<file path="src/rtl/ising_run_ctrl.sv">
// Run sequencer for the shorted-RO Ising array: short, anneal, majority-vote
// sample of each spin against the reference oscillator, then hand the result to the host.
module ising_run_ctrl #(
  parameter int N          = 8,
  parameter int CNT_W      = 16,
  parameter int SHORT_CYC  = 4,
  parameter int SAMPLE_CYC = 8
) (
  input  logic             clk,
  input  logic             rst,
  input  logic             start_valid,
  output logic             start_ready,
  input  logic [CNT_W-1:0] run_cycles,
  input  logic             abort,
  output logic             osc_en,
  output logic             short_en,
  input  logic [N-1:0]     spin_in,
  input  logic             ref_in,
  output logic             busy,
  output logic             result_valid,
  input  logic             result_ready,
  output logic [N-1:0]     spins
);

  localparam int SC_W    = $clog2(SAMPLE_CYC + 1);
  localparam int PH_MAX  = (SHORT_CYC > SAMPLE_CYC) ? SHORT_CYC : SAMPLE_CYC;
  localparam int PH_W    = $clog2(PH_MAX + 1);
  localparam logic [PH_W-1:0] SHORT_LAST  = PH_W'(SHORT_CYC - 1);
  localparam logic [PH_W-1:0] SAMPLE_LAST = PH_W'(SAMPLE_CYC - 1);
  localparam logic [SC_W-1:0] VOTE_HALF   = SC_W'(SAMPLE_CYC / 2);

  typedef enum logic [2:0] {
    ST_IDLE,
    ST_SHORT,
    ST_ANNEAL,
    ST_SAMPLE,
    ST_HOLD
  } state_t;

  state_t           state_q, state_d;
  logic [PH_W-1:0]  phase_q, phase_d;
  logic [CNT_W-1:0] anneal_q, anneal_d;
  logic [N-1:0]     spins_q, spins_d;
  logic [SC_W-1:0]  vote_q [N];
  logic [SC_W-1:0]  vote_d [N];
  logic [SC_W-1:0]  vote_inc [N];
  logic [N-1:0]     spin_s1_q, spin_s1_d, spin_s2_q, spin_s2_d;
  logic             ref_s1_q, ref_s1_d, ref_s2_q, ref_s2_d;

  // Vote count including the current cycle's phase disagreement.
  always_comb begin
    for (int i = 0; i < N; i++) begin
      vote_inc[i] = vote_q[i] + SC_W'(spin_s2_q[i] ^ ref_s2_q);
    end
  end

  always_comb begin
    state_d   = state_q;
    phase_d   = phase_q;
    anneal_d  = anneal_q;
    spins_d   = spins_q;
    vote_d    = vote_q;
    spin_s1_d = spin_in;
    spin_s2_d = spin_s1_q;
    ref_s1_d  = ref_in;
    ref_s2_d  = ref_s1_q;

    case (state_q)
      ST_IDLE: begin
        if (start_valid) begin
          state_d  = ST_SHORT;
          anneal_d = run_cycles;
          phase_d  = '0;
        end
      end
      ST_SHORT: begin
        if (abort) begin
          state_d = ST_IDLE;
          phase_d = '0;
        end else if (phase_q == SHORT_LAST) begin
          phase_d = '0;
          vote_d  = '{default: '0};
          state_d = (anneal_q != '0) ? ST_ANNEAL : ST_SAMPLE;
        end else begin
          phase_d = phase_q + PH_W'(1);
        end
      end
      ST_ANNEAL: begin
        anneal_d = anneal_q - CNT_W'(1);
        if (abort) begin
          state_d = ST_IDLE;
        end else if (anneal_q == CNT_W'(1)) begin
          phase_d = '0;
          vote_d  = '{default: '0};
          state_d = ST_SAMPLE;
        end
      end
      ST_SAMPLE: begin
        if (abort) begin
          state_d = ST_IDLE;
          phase_d = '0;
        end else begin
          vote_d = vote_inc;
          if (phase_q == SAMPLE_LAST) begin
            // A tie on even SAMPLE_CYC resolves to 0 because the compare is strict.
            for (int i = 0; i < N; i++) begin
              spins_d[i] = (vote_inc[i] > VOTE_HALF);
            end
            phase_d = '0;
            state_d = ST_HOLD;
          end else begin
            phase_d = phase_q + PH_W'(1);
          end
        end
      end
      ST_HOLD: begin
        if (result_ready) begin
          state_d = ST_IDLE;
        end
      end
      default: state_d = ST_IDLE;
    endcase
  end

  always_ff @(posedge clk) begin
    if (rst) begin
      state_q   <= ST_IDLE;
      phase_q   <= '0;
      anneal_q  <= '0;
      spins_q   <= '0;
      spin_s1_q <= '0;
      spin_s2_q <= '0;
      ref_s1_q  <= 1'b0;
      ref_s2_q  <= 1'b0;
      for (int i = 0; i < N; i++) begin
        vote_q[i] <= '0;
      end
    end else begin
      state_q   <= state_d;
      phase_q   <= phase_d;
      anneal_q  <= anneal_d;
      spins_q   <= spins_d;
      spin_s1_q <= spin_s1_d;
      spin_s2_q <= spin_s2_d;
      ref_s1_q  <= ref_s1_d;
      ref_s2_q  <= ref_s2_d;
      for (int i = 0; i < N; i++) begin
        vote_q[i] <= vote_d[i];
      end
    end
  end

  assign start_ready  = (state_q == ST_IDLE);
  assign busy         = (state_q != ST_IDLE);
  assign osc_en       = (state_q == ST_SHORT) || (state_q == ST_ANNEAL) || (state_q == ST_SAMPLE);
  assign short_en     = (state_q == ST_SHORT);
  assign result_valid = (state_q == ST_HOLD);
  assign spins        = spins_q;

endmodule

</file>
<file path="config.mk">
export PLATFORM = sky130hd
export DESIGN_NAME = ising_run_ctrl
export DESIGN_NICKNAME = d
export VERILOG_FILES = /design/src/rtl/ising_run_ctrl.sv
export SDC_FILE = /design/constraint.sdc
export NUM_CORES = 1
export LEC_CHECK = 0
export ABC_AREA = 1
export BUFFER_PORTS_ARGS = -buffer_cell sky130_fd_sc_hd__buf_2
export CAP_MARGIN = 10
export CORE_ASPECT_RATIO = 1.5
export CORE_MARGIN = 5
export CORE_UTILIZATION = 35
export CTS_CLUSTER_SIZE = 8
export DETAILED_ROUTE_END_ITERATION = 7
export PLACE_DENSITY_LB_ADDON = 0.2
export SYNTH_ARGS = -nofsm -noshare
export SYNTH_HDL_FRONTEND = slang
export SYNTH_SLANG_ARGS = --single-unit
</file>
<file path="constraint.sdc">
create_clock -name clk -period 2.7 [get_ports clk]
set_clock_uncertainty 0.2 [all_clocks]
set_input_delay 0 -clock clk [delete_from_list [all_inputs] [get_ports clk]]
set_output_delay 0 -clock clk [all_outputs]
set_load 0.01 [all_outputs]
</file>
==> qor.yml, run 1 <==
run_status:
  status: "finished clean"
cts:
  cts-root-buf: "clkbuf_16"
  h-tree-depth: 3
  post-cts-setup-buffers: 0
  clk_pin_slew_worst_paths_ns: 0.06
  cts_max_path_buffers: 2
  clkLatencyLatePin_ns: 0.34
  cts_buffers: 9
  clock_sinks: 81
  tritoncts: "built"
grt:
  track_usage_pct: 15.13
  grt_first_pass_wirelength_mm: 18.31
  met2_usage_pct: 28.37
  gr-usage-met1_pct: 16.48
  first_global_vias: 4098
  top_usage_layer: "met2"
  antenna_found_initial: 0
  gr-total-overflow: 0
  use_met3_pct: 2.927
  grt_max_degree: 33
die:
  start_util_pct: 35.53
  std_cell_rows: 50
  coreArea_sq_um: 12450
  die_h_um: 147.7
  die_area_sq_um: 15030
  io_pins: 43
  die_width_um: 101.8
critical_path:
  r2r_start: "state_q[1]"
  start_kind: "flip-flop"
  max_stage_delay_ns: 0.57
  startpoint: "state_q[1]"
  criticalPathCategory: "reg2reg"
  cp_slowest_cell: "dlygate4sd3_1"
  critPathCaptureType: "flip-flop"
  crit_arrival_ns: 2.58
  cp_cell_sequence: "nor2_4, nand2_2, nor2_4, nand2_1, dlygate4sd3_1, a31oi_1, dlygate4sd3_1"
  reg2reg_depth: 7
  crit_required_ns: 2.78
  worstPathMaxFanout: 8
synth:
  syn_area_sq_um: 4423
  synth_fa_ha_area_share_pct: 5.375
  synthCells: 662
  synth_cell_types: 33
  synth_top_cell_by_area: "dfxtp_1"
  ys_ff_latch: 81
  ys_warn_count: 0
  avgSynthCellArea_sq_um: 6.681
  synth-simple-area-share_pct: 33.69
  synth.area.mux_share_pct: 0
  synth_nets: 711
  synth-compound-area-share_pct: 9.307
  synth_top_family_by_area: "simple AND/OR/NAND/NOR gates"
  ys_seq_area_share_pct: 36.66
  synth-xor-area-share_pct: 5.149
  synth_area_leaders: "dfxtp_1 (37%), nand2_1 (12%), nor2_1 (11%), nand3_1 (6.6%), inv_1 (6.2%)"
  synth_top_area_share_pct: 36.66
sta:
  fin_ws_ns: 0.2007
  layout_min_cycle_time_ns: 2.499
  setup_tns_ns: 0
  max_freq_mhz: 400.1
  worst_slew_pin_slew_ns: 0.7351
  final-hold-violation-count: 0
  finalSetupViolations: 0
  slew_headroom_pct: 50.94
  final_max_slew_viol_count: 0
  fin_crit_sh_pct: 92.57
  rsz0062_at_grt: "false"
detailed_routing:
  ant_nets: 0
  drt_iter0_drc: 149
  via_count: 4237
  viasPerCell: 4.677
  dr.pass1.iters: 6
  postRouteWirelength_mm: 10.91
  post_drt_wl_per_cell_um: 12.04
  drc: 0
placed_design:
  dp_hpwl_mm: 7.774
  gp_congestion: 0.8682
  post-place-ws_ns: 0.4975
  port_buffers: 42
layout:
  drive_gt1_share_pct: 11.60
  syn_to_final_growth_pct: 25.40
  insertedDiodeCount: 0
  fillerInstances: 1288
  nets: 796
power:
  power.leakage_nw: 2.668
  vdd_drop_max_mv: 0.5073
  p_per_area_nw_per_um2: 1038
worst_hold_path:
  hold_path_class: "in2reg"
  worstHoldStart: "start_valid"
  min_path_cells: 7
flow_run:
  drv_cap: 0
[state kept, by name (all words and copies together), names as in the netlist]
register / cells
spin_s1_q: 8
vote_q: 32
spin_s2_q: 8
spins: 8
anneal_q: 16
phase_q: 4
ref_s2_q: 1
ref_s1_q: 1
state_q: 3
[worst max-delay path, delay by kind of cell, from the launching register on]
| kind | cells | cell delay [ns] |
|---|---|---|
| buf+inv | 2 | 1.13 |
| flops | 1 | 0.39 |
| compound gates | 1 | 0.16 |
| simple gates | 4 | 0.58 |
[metrics by stage]
stage,util (%),instance area (sq um),total power [mW],cells,hold WS (ns)
after floorplan,-,4423,3.872,662,-0.09303
after global placement,38.37,4777,4.365,845,-0.0002624
after detailed placement,38.37,4777,4.418,845,0.01095
after CTS,44.55,5547,5.816,906,0.02021
after global routing,44.55,5547,6.289,906,0.09763
final,44.55,5547,5.760,906,0.03123
[per-layer routing]
| layer | vias up | routed length [um] |
|---|---|---|
| met4 | 0 | 211 |
| met5 | - | 0 |
| met3 | 13 | 306 |
| met1 | 1913 | 4520 |
| met2 | 63 | 5874 |
| li1 | 2248 | - |
[layout make-up]
cell class	count	area [sq um]	share of cell area, %
Sequential cell	81	1622	29.24
Clock buffer	10	229.0	4.128
Inverter	78	292.8	5.279
Timing Repair Buffer	101	770.7	13.90
Tap cell	156	195.2	3.519
Multi-Input combinational cell	476	2367	42.68
Clock inverter	4	70.07	1.263
[path summary, 6_finish.rpt]
path / end / slack, ns
max reg2reg: anneal_q[6] / 0.20
min reg2reg: spin_s2_q[6] / 0.20
max: anneal_q[6] / 0.20
min: state_q[0] / 0.03
[power breakdown]
part / switching (mW) / total (mW) / leakage (nW) / internal [mW]
combinational: 1.59 / 2.61 / 1.85 / 1.03
sequential: 0.310 / 1.87 / 0.665 / 1.56
clock: 0.477 / 1.27 / 0.148 / 0.797
[Yosys cell counts (all sizes together)]
| library cell | number |
|---|---|
| xnor2 | 9 |
| a31oi | 4 |
| a211oi | 1 |
| clkinv | 1 |
| ha | 19 |
| nor3 | 3 |
| o21ai | 19 |
| nand3b | 1 |
| nor2 | 129 |
| xor2 | 17 |
| o21a | 5 |
| inv | 77 |
| nand2 | 146 |
| or2 | 11 |
| and2 | 1 |
| nand4 | 4 |
| clkbuf | 10 |
| buf | 17 |
| nand3 | 59 |
| a21oi | 47 |
| dfxtp | 81 |
| o211ai | 1 |
[layout by cell type, fill, tap and decap left out]
master,instances
or2_1,5
bufinv_16,2
a211oi_1,1
nor2_4,3
a21oi_1,46
nand3_1,58
dfxtp_1,81
nand3b_1,1
nand2_2,3
a21oi_2,1
inv_2,4
xnor2_1,9
nand3_2,1
o21ai_1,1
and2_1,1
o21ai_0,18
clkinv_2,2
or2_2,6
nor2_1,124
clkbuf_1,1
nand2_1,143
clkinv_1,1
nor3_1,3
nor2_2,2
buf_2,42
inv_1,73
a31oi_1,4
ha_1,19
xor2_1,17
o211ai_1,1
nand4_1,4
o21a_1,5
dlygate4sd3_1,47
clkbuf_16,9
buf_4,12
[what timing repair did]
action,4_1_cts,5_1_grt
hold buffers,47,0
hold endpoints to repair,40,0
resized for setup,0,0
endpoints found under the setup margin,0,0
[kinds of logic (layout without fill, tap and decap cells)]
family | Yosys count | after routing
and+or+nand+nor | 354 | 354
buffers and inverters | 105 | 193
DFF | 81 | 81
AOI/OAI and AO/OA | 77 | 77
xor gates and xnor gates | 26 | 26
adders and majority gates | 19 | 19
Power figures use the tool's default switching activity.
==> inputs of run 2 (changes only) <==
--- a/config.mk
+++ b/config.mk
@@ -7,3 +7,2 @@
 export LEC_CHECK = 0
-export ABC_AREA = 1
 export BUFFER_PORTS_ARGS = -buffer_cell sky130_fd_sc_hd__buf_2
==> constraint.sdc (replaced) <==
create_clock -name clk -period 2.7 [get_ports clk]
set_clock_uncertainty 0.2 [all_clocks]
set_input_delay 0.405 -clock clk [delete_from_list [all_inputs] [get_ports clk]]
set_output_delay 0.405 -clock clk [all_outputs]
set_load 0.01 [all_outputs]
==> run 2 against run 1 <==
Effect of this change:
- via count fell by 22%
- core utilization is 2.9 points lower
- register-to-register slack better by 0.28 ns
- cell area is 18% lower
- critical path type unchanged
- largest cell class unchanged
==> qor.yml, run 2 <==
run_status:
  status: "finished clean"
power:
  power.leakage_nw: 1.836  # -31%
  vdd_drop_max_mv: 0.3301  # -35%
  p_per_area_nw_per_um2: 685.5  # -34%
worst_hold_path:
  worstHoldStart: "spin_in[6]"
  hold_path_class: "in2reg"
synth:
  synth_nets: 479  # -33%
  syn_area_sq_um: 3876  # -12%
  synth_top_area_share_pct: 41.83  # +5.2 points
  avgSynthCellArea_sq_um: 9.014  # +35%
  synth_area_leaders: "dfxtp_1 (42%), ha_1 (6.1%), a22o_1 (5.4%), a21oi_1 (3.7%), nor2b_1 (3.7%)"
  synth_top_cell_by_area: "dfxtp_1"
  ys_warn_count: 0  # unchanged
  ys_ff_latch: 81  # unchanged
  synth_most_common_cell: "dfxtp_1"
  netlist_top_cells_count: "dfxtp_1 (81), a21oi_1 (29), o21ai_0 (26)"
  ys_seq_area_share_pct: 41.83  # +5.2 points
  synth-edff-count: 0  # unchanged
  synthFlopType: "dfxtp_1"
  ys_async_sr_fraction_pct: 0  # unchanged
  synth_cell_types: 57  # +73%
  synthCells: 430  # -35%
detailed_routing:
  postRouteWirelength_mm: 9.361  # -14%
  drc: 0  # unchanged
  drt_iter0_drc: 163  # +9.4%
  viasPerCell: 5.317  # +14%
  ant_nets: 0  # unchanged
  post_drt_wl_per_cell_um: 15.05  # +25%
  via_count: 3307  # -22%
  dr.pass1.iters: 4  # -2
sta:
  slew_headroom_pct: 64.73  # +14 points
  final-hold-violation-count: 0  # unchanged
  whs_ns: 0.07084  # +0.03961 ns
  final_max_slew_viol_count: 0  # unchanged
  finalSetupViolations: 0  # unchanged
  layout_min_cycle_time_ns: 2.214  # -0.2849 ns
  rsz0062_at_grt: "false"
  setup_tns_ns: 0  # unchanged
  fin_crit_sh_pct: 82.02  # -11 points
  max_freq_mhz: 451.6  # +13%
  worst_slew_pin_slew_ns: 0.5242  # -0.2109 ns
layout:
  insertedDiodeCount: 0  # unchanged
  syn_to_final_growth_pct: 17.50
  nets: 519  # -35%
  mostFrequentLayoutCells: "dfxtp_1 (81), buf_2 (42), a21oi_1 (29), o21ai_0 (26)"
  largest_reg_flops: 32  # unchanged
  drive_gt1_share_pct: 16.84  # +5.2 points
  final_common_cell: "dfxtp_1"
  multiInputGateArea_sq_um: 2111  # -11%
  final-seq-area_sq_um: 1622  # unchanged
  top_register: "vote_q"
  fillerInstances: 1156  # -10%
  top_regs: "vote_q (32), anneal_q (16)"
critical_path:
  criticalPathCategory: "reg2reg"
  start_kind: "flip-flop"
  critPathCaptureType: "flip-flop"
  r2r_start: "state_q[0]"
  startpoint: "state_q[0]"
  crit_arrival_ns: 2.26  # -0.32 ns
  worstPathMaxFanout: 10  # +2
  crit_required_ns: 2.75  # -0.03 ns
cts:
  clkLatencyLatePin_ns: 0.34  # about the same
  post-cts-setup-buffers: 0  # unchanged
  h-tree-depth: 3  # unchanged
  cts_max_path_buffers: 2  # unchanged
  cts_resized: 0  # unchanged
  clock_sinks: 81  # unchanged
  holdBufCountCts: 0  # -100%
  cts-root-buf: "clkbuf_16"
  cts_buffers: 9  # unchanged
  clk_pin_slew_worst_paths_ns: 0.06  # about the same
  tritoncts: "built"
placed_design:
  port_buffers: 42  # unchanged
  gp_congestion: 0.7793  # -10%
  dp_hpwl_mm: 6.560  # -16%
grt:
  gr-total-overflow: 0  # unchanged
  grt_max_degree: 42  # +27%
  track_usage_pct: 14.67  # -0.47 points
  first_global_vias: 3163  # -23%
  antenna_found_initial: 0  # unchanged
  grt_first_pass_wirelength_mm: 15.44  # -16%
die:
  start_util_pct: 35.44  # -0.090 points
  die_area_sq_um: 13320  # -11%
  coreArea_sq_um: 10940  # -12%
  std_cell_rows: 47  # -6.0%
  die_h_um: 138.9  # -6.0%
  io_pins: 43  # unchanged
  die_width_um: 95.93  # -5.8%
flow_run:
  drv_cap: 0  # unchanged
-- run 2: changes by cell type after synthesis, sizes merged, moves of 18 or more --
cell,previous run,this run
nor2b,0,23
a21oi,47,29
a22o,0,24
nand3,59,18
nor2,129,19
nand2,146,24
inv,77,6
-- run 2: area by class of cell --
class,instances,area share (%)
sequential,81,35.60
timing repair buffer,58,7.253
multi-input combinational,314,46.35
clock inverter,3,0.5495
inverter,6,0.4945
tap,147,4.038
clock buffer,13,5.714
-- run 2: worst max-delay path: stages, from the launching register on --
cell and delay, ns:
dfxtp_1 0.54, buf_4 0.23, or3b_2 0.49, a21oi_1 0.26, a41oi_1 0.15, a311oi_1 0.26
-- run 2: kinds of logic after synthesis --
| kind of cell | Yosys count | synth area share (%) |
|---|---|---|
| adders and majority gates | 19 | 6.133 |
| AOI/OAI and AO/OA | 135 | 23.34 |
| buffers and inverters | 35 | 3.712 |
| DFF | 81 | 41.83 |
| and+or+nand+nor | 139 | 20.21 |
| muxes | 1 | 0.2582 |
| xor gates and xnor gates | 20 | 4.519 |
-- run 2: worst paths after layout --
path             endpoint  slack, ns  depth (start not counted)
max            phase_q[3]       0.49                          5
min reg2reg  spin_s2_q[4]       0.24                          1
max reg2reg    phase_q[3]       0.49                          5
min          spin_s1_q[6]       0.07                          2
-- run 2: power by group --
group          leakage [nW]  switching, mW  internal, mW
clock network         0.136          0.487         0.677
registers             0.660         0.0811          1.26
logic                  1.04          0.356         0.258
total                  1.84          0.924          2.20
-- run 2: metal layers --
metal  track usage (%)  vias to the layer above  wire length, um
li1                  -                     1684                -
met1             19.02                     1559             4203
met2             23.57                       52             4670
met3             2.226                       12              298
met4             6.747                        0              188
met5                 0                        -                0
-- run 2: per-stage QoR --
step | power, mW | instance area (sq um) | util [%] | setup slack [ns] | instances
2_1_floorplan | 1.772 | 3876 | - | 0.6844 | 430
3_3_place_gp | 1.977 | 4269 | 39.03 | 0.5039 | 606
3_5_place_dp | 1.986 | 4269 | 39.03 | 0.5126 | 606
4_1_cts | 3.153 | 4554 | 41.64 | 0.4920 | 622
5_1_grt | 3.268 | 4554 | 41.64 | 0.3614 | 622
6_report | 3.122 | 4554 | 41.64 | 0.4856 | 622
